[src/rtl/axi_lite_pkg.sv]
// Shared definitions for the AXI read/write arbiters: state encoding, field widths and
// default bus widths.
package axi_lite_pkg;

  localparam int unsigned LEN_W      = 4;
  localparam int unsigned ID_W       = 4;
  localparam int unsigned DEF_ADDR_W = 8;
  localparam int unsigned DEF_DATA_W = 8;

  localparam logic [1:0] ST_IDLE = 2'd0;
  localparam logic [1:0] ST_ADDR = 2'd1;
  localparam logic [1:0] ST_DATA = 2'd2;

  typedef enum logic [1:0] {
    StIdle = ST_IDLE,
    StAddr = ST_ADDR,
    StData = ST_DATA
  } arb_state_e;

  // Pointer width that stays at least one bit wide for degenerate sizes.
  function automatic int unsigned ptr_width(input int unsigned n);
    return (n > 1) ? $clog2(n) : 1;
  endfunction

endpackage

[src/rtl/rr_pick.sv]
// Combinational round-robin picker: grants the first requester at or after ptr, searching
// upward with wrap-around. Shared by the read and write arbiters.
module rr_pick
  import axi_lite_pkg::*;
#(
  parameter int unsigned N = 2,
  localparam int unsigned PtrW = ptr_width(N)
) (
  input  logic [N-1:0]    req,
  input  logic [PtrW-1:0] ptr,
  output logic [N-1:0]    gnt,
  output logic            valid
);

  logic [PtrW:0] idx;

  always_comb begin
    gnt   = '0;
    valid = 1'b0;
    idx   = '0;
    for (int unsigned i = 0; i < N; i++) begin
      idx = {1'b0, ptr} + (PtrW + 1)'(i);
      if (idx >= (PtrW + 1)'(N)) begin
        idx = idx - (PtrW + 1)'(N);
      end
      if (!valid && req[idx[PtrW-1:0]]) begin
        gnt[idx[PtrW-1:0]] = 1'b1;
        valid              = 1'b1;
      end
    end
  end

endmodule

[src/rtl/axi_rd_arbiter.sv]
// Round-robin arbiter sharing one AXI read slave between NUM_M masters, one burst at a time.
// Define AXI_RD_ARB_STATS_EN to add per-master saturating burst counters (grant_cnt, stats_clr).
module axi_rd_arbiter
  import axi_lite_pkg::*;
#(
  parameter int unsigned NUM_M  = 2,
  parameter int unsigned ADDR_W = DEF_ADDR_W,
  parameter int unsigned DATA_W = DEF_DATA_W
) (
  input  logic                    clk,
  input  logic                    rst,
`ifdef AXI_RD_ARB_STATS_EN
  input  logic                    stats_clr,
  output logic [NUM_M*8-1:0]      grant_cnt,
`endif
  input  logic [NUM_M-1:0]        m_arvalid,
  input  logic [NUM_M*ADDR_W-1:0] m_araddr,
  input  logic [NUM_M*LEN_W-1:0]  m_arlen,
  input  logic [NUM_M*ID_W-1:0]   m_arid,
  output logic [NUM_M-1:0]        m_arready,
  output logic [NUM_M-1:0]        m_rvalid,
  input  logic [NUM_M-1:0]        m_rready,
  output logic [DATA_W-1:0]       m_rdata,
  output logic                    m_rresp,
  output logic                    m_rlast,
  output logic                    s_arvalid,
  output logic [ADDR_W-1:0]       s_araddr,
  output logic [LEN_W-1:0]        s_arlen,
  output logic [ID_W-1:0]         s_arid,
  input  logic                    s_arready,
  input  logic                    s_rvalid,
  input  logic [DATA_W-1:0]       s_rdata,
  input  logic                    s_rresp,
  input  logic                    s_rlast,
  output logic                    s_rready,
  output logic [NUM_M-1:0]        grant,
  output logic                    err_len
);

  localparam int unsigned PtrW = ptr_width(NUM_M);

  arb_state_e       state_q, state_d;
  logic [NUM_M-1:0] grant_q, grant_d;
  logic [PtrW-1:0]  rr_ptr_q, rr_ptr_d;
  logic [4:0]       beat_cnt_q, beat_cnt_d;
  logic [LEN_W-1:0] len_q, len_d;
  logic             err_len_q, err_len_d;

  logic [NUM_M-1:0] pick_gnt;
  logic             pick_valid;
  logic [PtrW-1:0]  g_idx;
  logic             gnt_arvalid, gnt_rready;
  logic             ar_hs, r_hs, len_bad, burst_done;

  rr_pick #(
    .N(NUM_M)
  ) u_rr_pick (
    .req  (m_arvalid),
    .ptr  (rr_ptr_q),
    .gnt  (pick_gnt),
    .valid(pick_valid)
  );

  // Decode the one-hot grant into an index and mux the granted master's request fields.
  always_comb begin
    g_idx       = '0;
    s_araddr    = '0;
    s_arlen     = '0;
    s_arid      = '0;
    gnt_arvalid = 1'b0;
    gnt_rready  = 1'b0;
    for (int unsigned i = 0; i < NUM_M; i++) begin
      if (grant_q[i]) begin
        g_idx       = PtrW'(i);
        s_araddr    = m_araddr[i*ADDR_W +: ADDR_W];
        s_arlen     = m_arlen[i*LEN_W +: LEN_W];
        s_arid      = m_arid[i*ID_W +: ID_W];
        gnt_arvalid = m_arvalid[i];
        gnt_rready  = m_rready[i];
      end
    end
  end

  always_comb begin
    s_arvalid = 1'b0;
    s_rready  = 1'b0;
    m_arready = '0;
    m_rvalid  = '0;
    case (state_q)
      StAddr: begin
        s_arvalid = gnt_arvalid;
        m_arready = grant_q & {NUM_M{s_arready}};
      end
      StData: begin
        s_rready = gnt_rready;
        m_rvalid = grant_q & {NUM_M{s_rvalid}};
      end
      default: ;
    endcase
  end

  assign m_rdata    = s_rdata;
  assign m_rresp    = s_rresp;
  assign m_rlast    = s_rlast;
  assign grant      = grant_q;
  assign err_len    = err_len_q;
  assign ar_hs      = s_arvalid & s_arready;
  assign r_hs       = s_rvalid & s_rready;
  assign burst_done = (state_q == StData) & r_hs & s_rlast;
  // beat_cnt_q is the 0-based index of the beat being accepted.
  assign len_bad    = s_rlast ? (beat_cnt_q != {1'b0, len_q}) : (beat_cnt_q == {1'b0, len_q});

  always_comb begin
    state_d    = state_q;
    grant_d    = grant_q;
    rr_ptr_d   = rr_ptr_q;
    beat_cnt_d = beat_cnt_q;
    len_d      = len_q;
    err_len_d  = 1'b0;
    case (state_q)
      StIdle: begin
        if (pick_valid) begin
          grant_d = pick_gnt;
          state_d = StAddr;
        end
      end
      StAddr: begin
        if (ar_hs) begin
          len_d      = s_arlen;
          beat_cnt_d = '0;
          state_d    = StData;
        end
      end
      StData: begin
        if (r_hs) begin
          beat_cnt_d = beat_cnt_q + 5'd1;
          err_len_d  = len_bad;
          if (s_rlast) begin
            state_d  = StIdle;
            grant_d  = '0;
            rr_ptr_d = (g_idx == PtrW'(NUM_M - 1)) ? '0 : g_idx + PtrW'(1);
          end
        end
      end
      default: state_d = StIdle;
    endcase
  end

  always_ff @(posedge clk or posedge rst) begin
    if (rst) begin
      state_q    <= StIdle;
      grant_q    <= '0;
      rr_ptr_q   <= '0;
      beat_cnt_q <= '0;
      len_q      <= '0;
      err_len_q  <= 1'b0;
    end else begin
      state_q    <= state_d;
      grant_q    <= grant_d;
      rr_ptr_q   <= rr_ptr_d;
      beat_cnt_q <= beat_cnt_d;
      len_q      <= len_d;
      err_len_q  <= err_len_d;
    end
  end

`ifdef AXI_RD_ARB_STATS_EN
  logic [NUM_M-1:0][7:0] cnt_q, cnt_d;

  // Clear wins over a same-cycle increment.
  always_comb begin
    cnt_d = cnt_q;
    for (int unsigned i = 0; i < NUM_M; i++) begin
      if (stats_clr) begin
        cnt_d[i] = '0;
      end else if (burst_done && grant_q[i] && (cnt_q[i] != 8'hFF)) begin
        cnt_d[i] = cnt_q[i] + 8'd1;
      end
    end
  end

  always_ff @(posedge clk or posedge rst) begin
    if (rst) begin
      cnt_q <= '0;
    end else begin
      cnt_q <= cnt_d;
    end
  end

  assign grant_cnt = cnt_q;
`endif

endmodule

[config.mk]
export PLATFORM = sky130hd
export DESIGN_NAME = axi_rd_arbiter
export DESIGN_NICKNAME = d
export VERILOG_FILES = /design/src/rtl/axi_lite_pkg.sv /design/src/rtl/rr_pick.sv /design/src/rtl/axi_rd_arbiter.sv
export SDC_FILE = /design/constraint.sdc
export NUM_CORES = 1
export LEC_CHECK = 0
export ABC_CLOCK_PERIOD_IN_PS = 1400
export BUFFER_PORTS_ARGS = -buffer_cell sky130_fd_sc_hd__buf_2
export CORE_UTILIZATION = 25
export CTS_BUF_LIST = sky130_fd_sc_hd__clkbuf_4 sky130_fd_sc_hd__clkbuf_8
export DETAILED_ROUTE_END_ITERATION = 6
export SLEW_MARGIN = 20
export SYNTH_ARGS = -nofsm -noshare
export SYNTH_HDL_FRONTEND = slang
export SYNTH_SLANG_ARGS = --single-unit
[constraint.sdc]
create_clock -name clk -period 1.4 [get_ports clk]
set_input_delay 0.07 -clock clk [delete_from_list [all_inputs] [get_ports clk]]
set_output_delay 0.07 -clock clk [all_outputs]
set_load 0.05 [all_outputs]
==> impl_metrics.yaml <==
clock_tree:
  cts_buffers: 3
  path_clk_slew_ns: 0.07
  htreeDepth: 1
  clock_sinks: 15
  clock_latency_ns: 0.25
  cts_tree: "built"
  clockRootBuffer: "clkbuf_8"
  cts_buffer_depth: 2
grt:
  grt_overflow: 0
  grt_util_all_layers: 0.137
  grt_start_max_net_pins: 20
  grt_antenna_before_repair: 0
  grt_first_pass_wirelength_um: 4750
  grt_pass1_vias: 1068
min_path:
  hold_class: "input pin to flip-flop"
  min_from: "s_rlast"
sta:
  maxSlewViolCount: 0
  hold_slack_ns: 0.105
  fin_tns_setup_ns: -1.55
  finClkSkew_ns: 0.00649
  setup_viol: 27
  slew_headroom: 0.603
  rsz0062_at_grt: "yes"
  worstMarginPinSlew_ns: 0.595
  hold_viol_final: 0
  fin_ws_ns: -0.0834
  layout_min_cycle_time_ns: 1.48
  fin_crit_sh: 1.06
  max_freq_ghz: 0.674
finish:
  fillCellCount: 391
  mostFrequentLayoutCells: "buf_2, buf_8, dfrtp_1"
  nets: 240
  multi_input_area_um2: 776
  drive_above_1_share: 0.686
  regArea_um2: 378
  layout_commonest_cell: "buf_2"
  final_cell_area_um2: 1970
  stdcell_count: 238
  diodes: 0
  area_growth_syn_to_layout_pct: 76.0
route:
  ant_nets: 0
  wire_per_inst_um: 14.1
  totalWireLength_um: 3360
  vias: 1161
  remaining_drc_errors: 0
  via_per_inst: 4.88
  drt-pass1-iter-count: 4
  drtIter0Drc: 36
die:
  die_w_um: 68.9
  initial_utilization: 0.270
  rows: 23
  coreArea_um2: 4140
  die_area_um2: 4750
  ios: 85
  dieHeight_um: 68.9
logic_synthesis:
  yosys_warnings: 0
  ys_async_sr_fraction: 1.00
  yosysSeqAreaShare: 0.336
  syn_nets: 167
  synth_area_um2: 1120
  ys_types: 40
  synth-edff-count: 0
  ys_seq_elements: 15
  syn_inst: 116
  synth_flop_cell: "dfrtp_1"
  postSynthAreaPerCell_um2: 9.64
power:
  power_leakage_nw: 0.985
  powerDensity_nw_per_um2: 2310
  ir_drop_v: 0.00148
placement:
  gp_congestion: 0.774
  dpl_cell_area_um2: 1550
  port_buffers: 66
  place_hpwl_um: 2380
  dpl.cell_count: 227
critical_path:
  worstSetupStartpointType: "flip-flop"
  required_ns: 1.33
  reg2reg_from: "grant[1]"
  critPathLaunch: "grant[1]"
  end_kind: "output port"
  crit_arrival_ns: 1.41
  critPathMaxFanout: 8
  critPathKind: "flip-flop to output port"
run_status:
  outcome: "complete, but fails checks"
  violations: "negative setup slack"
flow_run:
  drv_cap: 0
## critical path, cell delays in order, from the launching register on
cell     delay [ns]
dfrtp_1        0.39
buf_6          0.13
nor2b_4        0.18
buf_12         0.15
a22o_1         0.15
buf_6          0.16
## what timing repair did
item | 4_1_cts | 5_1_grt
buffers inserted | 5 | 0
gates cloned | 1 | 0
setup endpoints to repair | 21 | 35
hold buffers | 1 | 0
pin swaps | 2 | 3
endpoints found under the hold margin | 15 | 0
resized for setup | 49 | 32
## through the flow
step	total power, mW	setup WS, ns	util
5_1_grt	4.77	-0.134	0.475
2_1_floorplan	2.74	-0.0960	-
3_5_place_dp	3.29	0.0165	0.373
6_report	4.54	-0.0834	0.475
3_3_place_gp	3.28	0.0371	0.373
4_1_cts	4.25	-0.115	0.440
## path summary, 6_finish.rpt
path / depth (start not counted) / to / slack, ns
min in group asynchronous: 3 / beat_cnt_q[3] / 0.42
worst min-delay path: 3 / err_len / 0.11
max in group asynchronous: 3 / grant[0] / 0.55
worst max-delay path: 5 / s_araddr[7] / -0.08
worst max register to register: 5 / beat_cnt_q[2] / -0.08
worst min register to register: 1 / len_q[3] / 0.54
## logic make-up after synthesis
family          Yosys count  share of synthesized area
compound gates           37                      0.276
xor+xnor                  4                     0.0313
fa+ha+maj                 1                     0.0112
buf+inv                  19                      0.110
flops                    15                      0.336
mux                       5                     0.0503
simple gates             35                      0.186
## report_power, final
part           switching (mW)  total, mW  internal, mW
clock                   0.171      0.371         0.200
sequential              0.120      0.695         0.575
combinational            1.90       3.48          1.58
total                    2.19       4.54          2.36
## layout make-up
type | instances | share of cell area
multi-input combinational | 82 | 0.394
inverter | 4 | 0.00763
sequential | 15 | 0.192
clock inverter | 1 | 0.00381
clock buffer | 3 | 0.0210
tap | 50 | 0.0318
timing repair buffer | 83 | 0.350
## per-layer routing
| layer | share of wire | global-route usage |
|---|---|---|
| met4 | 0.0095 | 0.0485 |
| met2 | 0.50 | 0.234 |
| met1 | 0.42 | 0.175 |
| met3 | 0.064 | 0.0181 |
| met5 | 0 | 0 |
## cell usage after synthesis (2+ instances only)
| cell | n | area, µm² |
|---|---|---|
| and2_1 | 4 | 25.0 |
| o21ai_0 | 3 | 15.0 |
| buf_2 | 2 | 10.0 |
| nor2_1 | 2 | 7.51 |
| a21o_1 | 4 | 30.0 |
| a21oi_1 | 4 | 20.0 |
| nor2b_1 | 3 | 18.8 |
| and3_1 | 2 | 12.5 |
| inv_1 | 4 | 15.0 |
| buf_4 | 11 | 82.6 |
| xnor2_1 | 3 | 26.3 |
| mux2_2 | 5 | 56.3 |
| nand3_1 | 3 | 15.0 |
| a22o_1 | 15 | 131 |
| nand2_1 | 8 | 30.0 |
| a32oi_1 | 2 | 17.5 |
| dfrtp_1 | 15 | 375 |
| and3b_1 | 2 | 17.5 |
| or2_2 | 3 | 18.8 |
## sequential cells by signal, summed over array words and instances (netlist names)
| signal | cells |
|---|---|
| beat_cnt_q | 5 |
| len_q | 4 |
| grant | 2 |
| state_q | 2 |
| err_len | 1 |
| rr_ptr_q | 1 |
Power figures use the tool's default switching activity.
